File: config.mk
export PLATFORM = sky130hd
export DESIGN_NAME = spi_text_cmd_ctrl
export DESIGN_NICKNAME = d
export VERILOG_FILES = /design/src/rtl/spi_text_cmd_ctrl.sv
export SDC_FILE = /design/constraint.sdc
export NUM_CORES = 1
export LEC_CHECK = 0
export CORE_UTILIZATION = 49
export DETAILED_ROUTE_END_ITERATION = 12
export PLACE_DENSITY = 0.75
export SYNTH_ARGS = -nofsm -noshare
export SYNTH_HDL_FRONTEND = slang
export SYNTH_SLANG_ARGS = --single-unit
File: constraint.sdc
create_clock -name clk -period 2.6 [get_ports clk]
set_input_delay 0.52 -clock clk [delete_from_list [all_inputs] [get_ports clk]]
set_output_delay 0.52 -clock clk [all_outputs]
set_load 0.02 [all_outputs]
File: src/rtl/spi_text_cmd_ctrl.sv
// Command sequencer between the SPI byte receiver and the VGA text RAM write port.
// Each CS frame is one command byte plus operands; CLEAR fills the whole screen in hardware.
module spi_text_cmd_ctrl #(
  parameter int         COLS       = 80,
  parameter int         ROWS       = 30,
  parameter int         ADDR_W     = 12,
  parameter logic [7:0] CLEAR_CHAR = 8'h20,
  parameter logic [7:0] ATTR_RST   = 8'h07
) (
  input  logic              clk,
  input  logic              rst_n,
  input  logic              frame_start,
  input  logic              frame_end,
  input  logic              rx_valid,
  input  logic [7:0]        rx_byte,
  output logic              mem_we,
  output logic [ADDR_W-1:0] mem_addr,
  output logic [15:0]       mem_wdata,
  output logic [ADDR_W-1:0] cursor_addr,
  output logic [7:0]        attr_reg,
  output logic              busy,
  output logic [7:0]        err_count
);
  localparam int DEPTH = COLS * ROWS;
  localparam logic [ADDR_W-1:0] LAST = ADDR_W'(DEPTH - 1);

  localparam logic [3:0] S_IDLE    = 4'd0;
  localparam logic [3:0] S_CMD     = 4'd1;
  localparam logic [3:0] S_ADDR_HI = 4'd2;
  localparam logic [3:0] S_ADDR_LO = 4'd3;
  localparam logic [3:0] S_DATA    = 4'd4;
  localparam logic [3:0] S_ATTR    = 4'd5;
  localparam logic [3:0] S_CUR_HI  = 4'd6;
  localparam logic [3:0] S_CUR_LO  = 4'd7;
  localparam logic [3:0] S_DRAIN   = 4'd8;
  localparam logic [3:0] S_CLEAR   = 4'd9;

  logic [3:0]        state_q, state_d;
  logic [ADDR_W-1:0] wptr_q, wptr_d, cur_q, cur_d, addr_q, addr_d;
  logic [15:0]       wdata_q, wdata_d;
  logic [7:0]        hi_q, hi_d, attr_q, attr_d, err_q, err_d;
  logic              we_q, we_d, busy_q, busy_d, fopen_q, fopen_d;
  logic              err_inc;
  logic [ADDR_W-1:0] opnd, wptr_nx;
  logic              opnd_ok;

  // Big-endian operand completes with the current byte; only the low ADDR_W bits matter.
  assign opnd    = ADDR_W'({hi_q, rx_byte});
  assign opnd_ok = int'(opnd) < DEPTH;
  assign wptr_nx = (wptr_q == LAST) ? '0 : wptr_q + ADDR_W'(1);

  always_comb begin
    state_d = state_q;
    wptr_d  = wptr_q;
    cur_d   = cur_q;
    addr_d  = addr_q;
    wdata_d = wdata_q;
    hi_d    = hi_q;
    attr_d  = attr_q;
    we_d    = 1'b0;
    busy_d  = busy_q;
    err_inc = 1'b0;
    fopen_d = frame_start ? 1'b1 : (frame_end ? 1'b0 : fopen_q);

    // A new frame restarts parsing; a byte arriving with it is dropped.
    if (frame_start && state_q != S_CLEAR) begin
      state_d = S_CMD;
    end else begin
      case (state_q)
        S_CMD: if (rx_valid) begin
          case (rx_byte)
            8'h01:   state_d = S_ADDR_HI;
            8'h02:   state_d = S_ATTR;
            8'h03: begin
              state_d = S_CLEAR;
              busy_d  = 1'b1;
              wptr_d  = '0;
              cur_d   = '0;
            end
            8'h04:   state_d = S_CUR_HI;
            default: begin
              state_d = S_DRAIN;
              err_inc = 1'b1;
            end
          endcase
        end
        S_ADDR_HI, S_CUR_HI: if (rx_valid) begin
          hi_d    = rx_byte;
          state_d = (state_q == S_ADDR_HI) ? S_ADDR_LO : S_CUR_LO;
        end
        S_ADDR_LO: if (rx_valid) begin
          wptr_d  = opnd_ok ? opnd : '0;
          err_inc = !opnd_ok;
          state_d = S_DATA;
        end
        S_DATA: if (rx_valid) begin
          we_d    = 1'b1;
          addr_d  = wptr_q;
          wdata_d = {attr_q, rx_byte};
          wptr_d  = wptr_nx;
        end
        S_ATTR: if (rx_valid) begin
          attr_d  = rx_byte;
          state_d = S_DRAIN;
        end
        S_CUR_LO: if (rx_valid) begin
          cur_d   = opnd_ok ? opnd : '0;
          err_inc = !opnd_ok;
          state_d = S_DRAIN;
        end
        S_CLEAR: begin
          we_d    = 1'b1;
          addr_d  = wptr_q;
          wdata_d = {attr_q, CLEAR_CHAR};
          err_inc = rx_valid;
          if (wptr_q == LAST) begin
            busy_d  = 1'b0;
            state_d = fopen_d ? S_DRAIN : S_IDLE;
          end else begin
            wptr_d  = wptr_nx;
          end
        end
        default: ;
      endcase
      // Bytes coincident with frame_end were handled above; unfinished operands just vanish.
      if (frame_end && state_q != S_CLEAR && state_d != S_CLEAR) state_d = S_IDLE;
    end

    err_d = (err_inc && err_q != 8'hFF) ? err_q + 8'd1 : err_q;
  end

  always_ff @(posedge clk) begin
    if (!rst_n) begin
      state_q <= S_IDLE;
      wptr_q  <= '0;
      cur_q   <= '0;
      addr_q  <= '0;
      wdata_q <= '0;
      hi_q    <= '0;
      attr_q  <= ATTR_RST;
      err_q   <= '0;
      we_q    <= 1'b0;
      busy_q  <= 1'b0;
      fopen_q <= 1'b0;
    end else begin
      state_q <= state_d;
      wptr_q  <= wptr_d;
      cur_q   <= cur_d;
      addr_q  <= addr_d;
      wdata_q <= wdata_d;
      hi_q    <= hi_d;
      attr_q  <= attr_d;
      err_q   <= err_d;
      we_q    <= we_d;
      busy_q  <= busy_d;
      fopen_q <= fopen_d;
    end
  end

  assign mem_we      = we_q;
  assign mem_addr    = addr_q;
  assign mem_wdata   = wdata_q;
  assign cursor_addr = cur_q;
  assign attr_reg    = attr_q;
  assign busy        = busy_q;
  assign err_count   = err_q;
endmodule

==> flow_summary.toml, run 1 <==
[yosys]
synth_top_area_cell = "dfxtp_1"
synth_enable_flop_cells = 0
async_flop_share = 0
yosysWarnings = 0
ys_seq_area_frac = 0.424
syn_area_per_cell_um2 = 7.99
synthTopCellsByArea = "dfxtp_1 (42%), nand2_1 (8.2%), a21oi_1 (7.5%)"
synth.cell_area_um2 = 3730
netlist.area_leader.share = 0.424
synthCells = 467
ys_ff_latch = 79
synthDistinctLibCells = 63
syn_nets = 482
synth-main-ff-cell = "dfxtp_1"

[sta]
skew_ns = 0.00845
relSlewSlack = 0.659
finalHoldViolations = 0
tightest_slew_ns = 0.511
drv_slew = 0
rsz0062_at_grt = "no"
period_needed_ns = 2.54
setup_viol = 0
timing.fmax_mhz = 394
fin_crit_sh = 0.976

[placed_design]
place.port_buffers = 70
dpl.hpwl_mm = 7.08
gp_congestion = 0.864
placed_cells = 636

[worst_setup_path]
crit_fanout = 6
r2r-start = "state_q[0]"
crit_required_ns = 2.87
crit_type = "input port to flip-flop"
cp-end-kind = "flip-flop"
worstSetupStartpoint = "rx_byte[6]"
crit_arrival_ns = 2.81
start_kind = "input port"

[layout]
regArea_um2 = 1580
multiInputGateArea_um2 = 2000
syn_to_final_growth_pct = 32.6
utilization = 0.678
fin_nets = 563
nFillCells = 641
layout-drive-gt1-share = 0.108
num_antenna_cells = 0
largest_register_ffs = 16
fin_cells = 652

[grt]
grt_use_total = 0.264
grt_remaining_overflow = 0
grt_pass1_vias = 3394
antenna_found_initial = 0
grt_pass1_wl_mm = 16.1
grt_max_degree = 70

[cts]
cts_num_sinks = 79
insertion_delay_ns = 0.35
clockBufferDepth = 2
hold_buffers = 0
ctsHtreeMaxLevel = 3
cts_tree = "yes"
post_cts_buffers = 0
cts_buffers = 9
cts_resized = 0
root_buffer = "clkbuf_8"
clk_pin_slew_ns = 0.08

[die]
die_y_um = 89.3
io_pins = 71
num_rows = 31
dieArea_um2 = 7970
start_util = 0.512
die_w_um = 89.3
coreArea_um2 = 7290

[routing]
detail-route-antenna-nets = 0
drt_pre_antenna_iters = 6
wire_per_inst_um = 15.7
drt_iter0_drc = 194
wl_mm = 10.2
avgViaCountPerCell = 5.77
vias = 3760
drc = 0

[power]
p_leak_nw = 1.75
p_per_area_nw_per_um2 = 508
ir_drop_v = 0.000268

[job]
cap_violations = 0

[status]
status = "finished, final reports clean"

[min_path]
hold_start = "mem_addr[6]"
hp-class = "flip-flop to flip-flop"
[final cells by class]
type                            count  share of cell area
Timing Repair Buffer              102               0.195
Sequential cell                    79               0.320
Clock buffer                       10              0.0258
Inverter                            8             0.00607
Tap cell                           99              0.0250
Clock inverter                      6              0.0235
Multi-Input combinational cell    348               0.405
[per-stage QoR]
step	total power, mW	TNS [ns]	worst slack [ns]	cell area [µm²]	hold slack (ns)
after floorplan	1.33	0	0.240	3730	0.444
after global placement	1.41	-4.91	-0.268	4700	0.440
after detailed placement	1.42	-6.50	-0.320	4700	0.446
after CTS	2.52	0	0.0565	4940	0.457
after global routing	2.59	0	0.00423	4950	0.476
final	2.51	0	0.0637	4950	0.455
[logic make-up after synthesis]
| kind of cell | synth area share |
|---|---|
| buffers and inverters | 0.0412 |
| XOR/XNOR | 0.0188 |
| flip-flops | 0.424 |
| multiplexers | 0.0352 |
| AND/OR/NAND/NOR | 0.269 |
| AO/OA/AOI/OAI | 0.205 |
| adder cells (fa/ha/maj) | 0.00671 |
[power breakdown]
part / switching [mW] / total, mW / leakage (nW) / internal [mW]
registers: 0.00886 / 1.22 / 0.637 / 1.21
logic: 0.0961 / 0.169 / 0.990 / 0.0727
clock network: 0.473 / 1.12 / 0.121 / 0.647
total: 0.578 / 2.51 / 1.75 / 1.93
[routing by layer]
| layer | vias to the layer above | routed length [µm] | global-route usage |
|---|---|---|---|
| met1 | 1791 | 4440 | 0.343 |
| met2 | 132 | 4930 | 0.430 |
| met3 | 23 | 606 | 0.0425 |
| met4 | 0 | 231 | 0.126 |
| li1 | 1814 | - | - |
| met5 | - | 0 | 0 |
[worst max-delay path, cell delays in order]
cell and delay (ns):
clkdlybuf4s50_1 0.42, or4_4 0.59, or4b_4 0.52, o2111ai_4 0.29, a21oi_2 0.10, and3_1 0.20, mux2i_1 0.16
[path summary, 6_finish.rpt]
path	cells after the start	endpoint	slack, ns
worst max register to register	6	err_count[5]	0.42
worst max-delay path	7	err_count[5]	0.06
worst min register to register	2	mem_addr[6]	0.45
worst min-delay path	2	mem_addr[6]	0.45
[cells in the final DEF, fill, tap and decap left out, types with 9 or more instances in the layout]
| master | count |
|---|---|
| dfxtp_1 | 79 |
| a21oi_1 | 56 |
| clkbuf_8 | 9 |
| nand2_1 | 81 |
| a22oi_1 | 12 |
| nor3_1 | 12 |
| buf_4 | 30 |
| mux2i_1 | 12 |
| clkdlybuf4s50_1 | 70 |
| nand3_1 | 25 |
| nor2_1 | 40 |
[Yosys cell counts (all sizes together) (2+ instances only)]
master	instances
or2	3
nand3	25
o2bb2ai	2
nor4	3
o32ai	6
mux2i	12
nor4b	2
nor2	40
dfxtp	79
inv	7
xnor2	7
a211oi	2
nor3b	4
clkbuf	26
nand2b	7
a311oi	2
nand3b	3
a221oi	2
a21oi	57
nand2	82
o211ai	2
nor3	12
a31oi	4
a32o	2
or4b	2
ha	2
a21o	2
and3	6
nand4	3
or3b	3
o21ai	10
o21bai	2
buf	6
nor2b	8
a22oi	12
(Power assumes the default switching activity.)
==> run 2: changes to the inputs <==
Settings changed: CTS_CLUSTER_DIAMETER from default to 30.
==> results of run 2 <==
Final layout, timing and power as in run 1 (identical DEF).
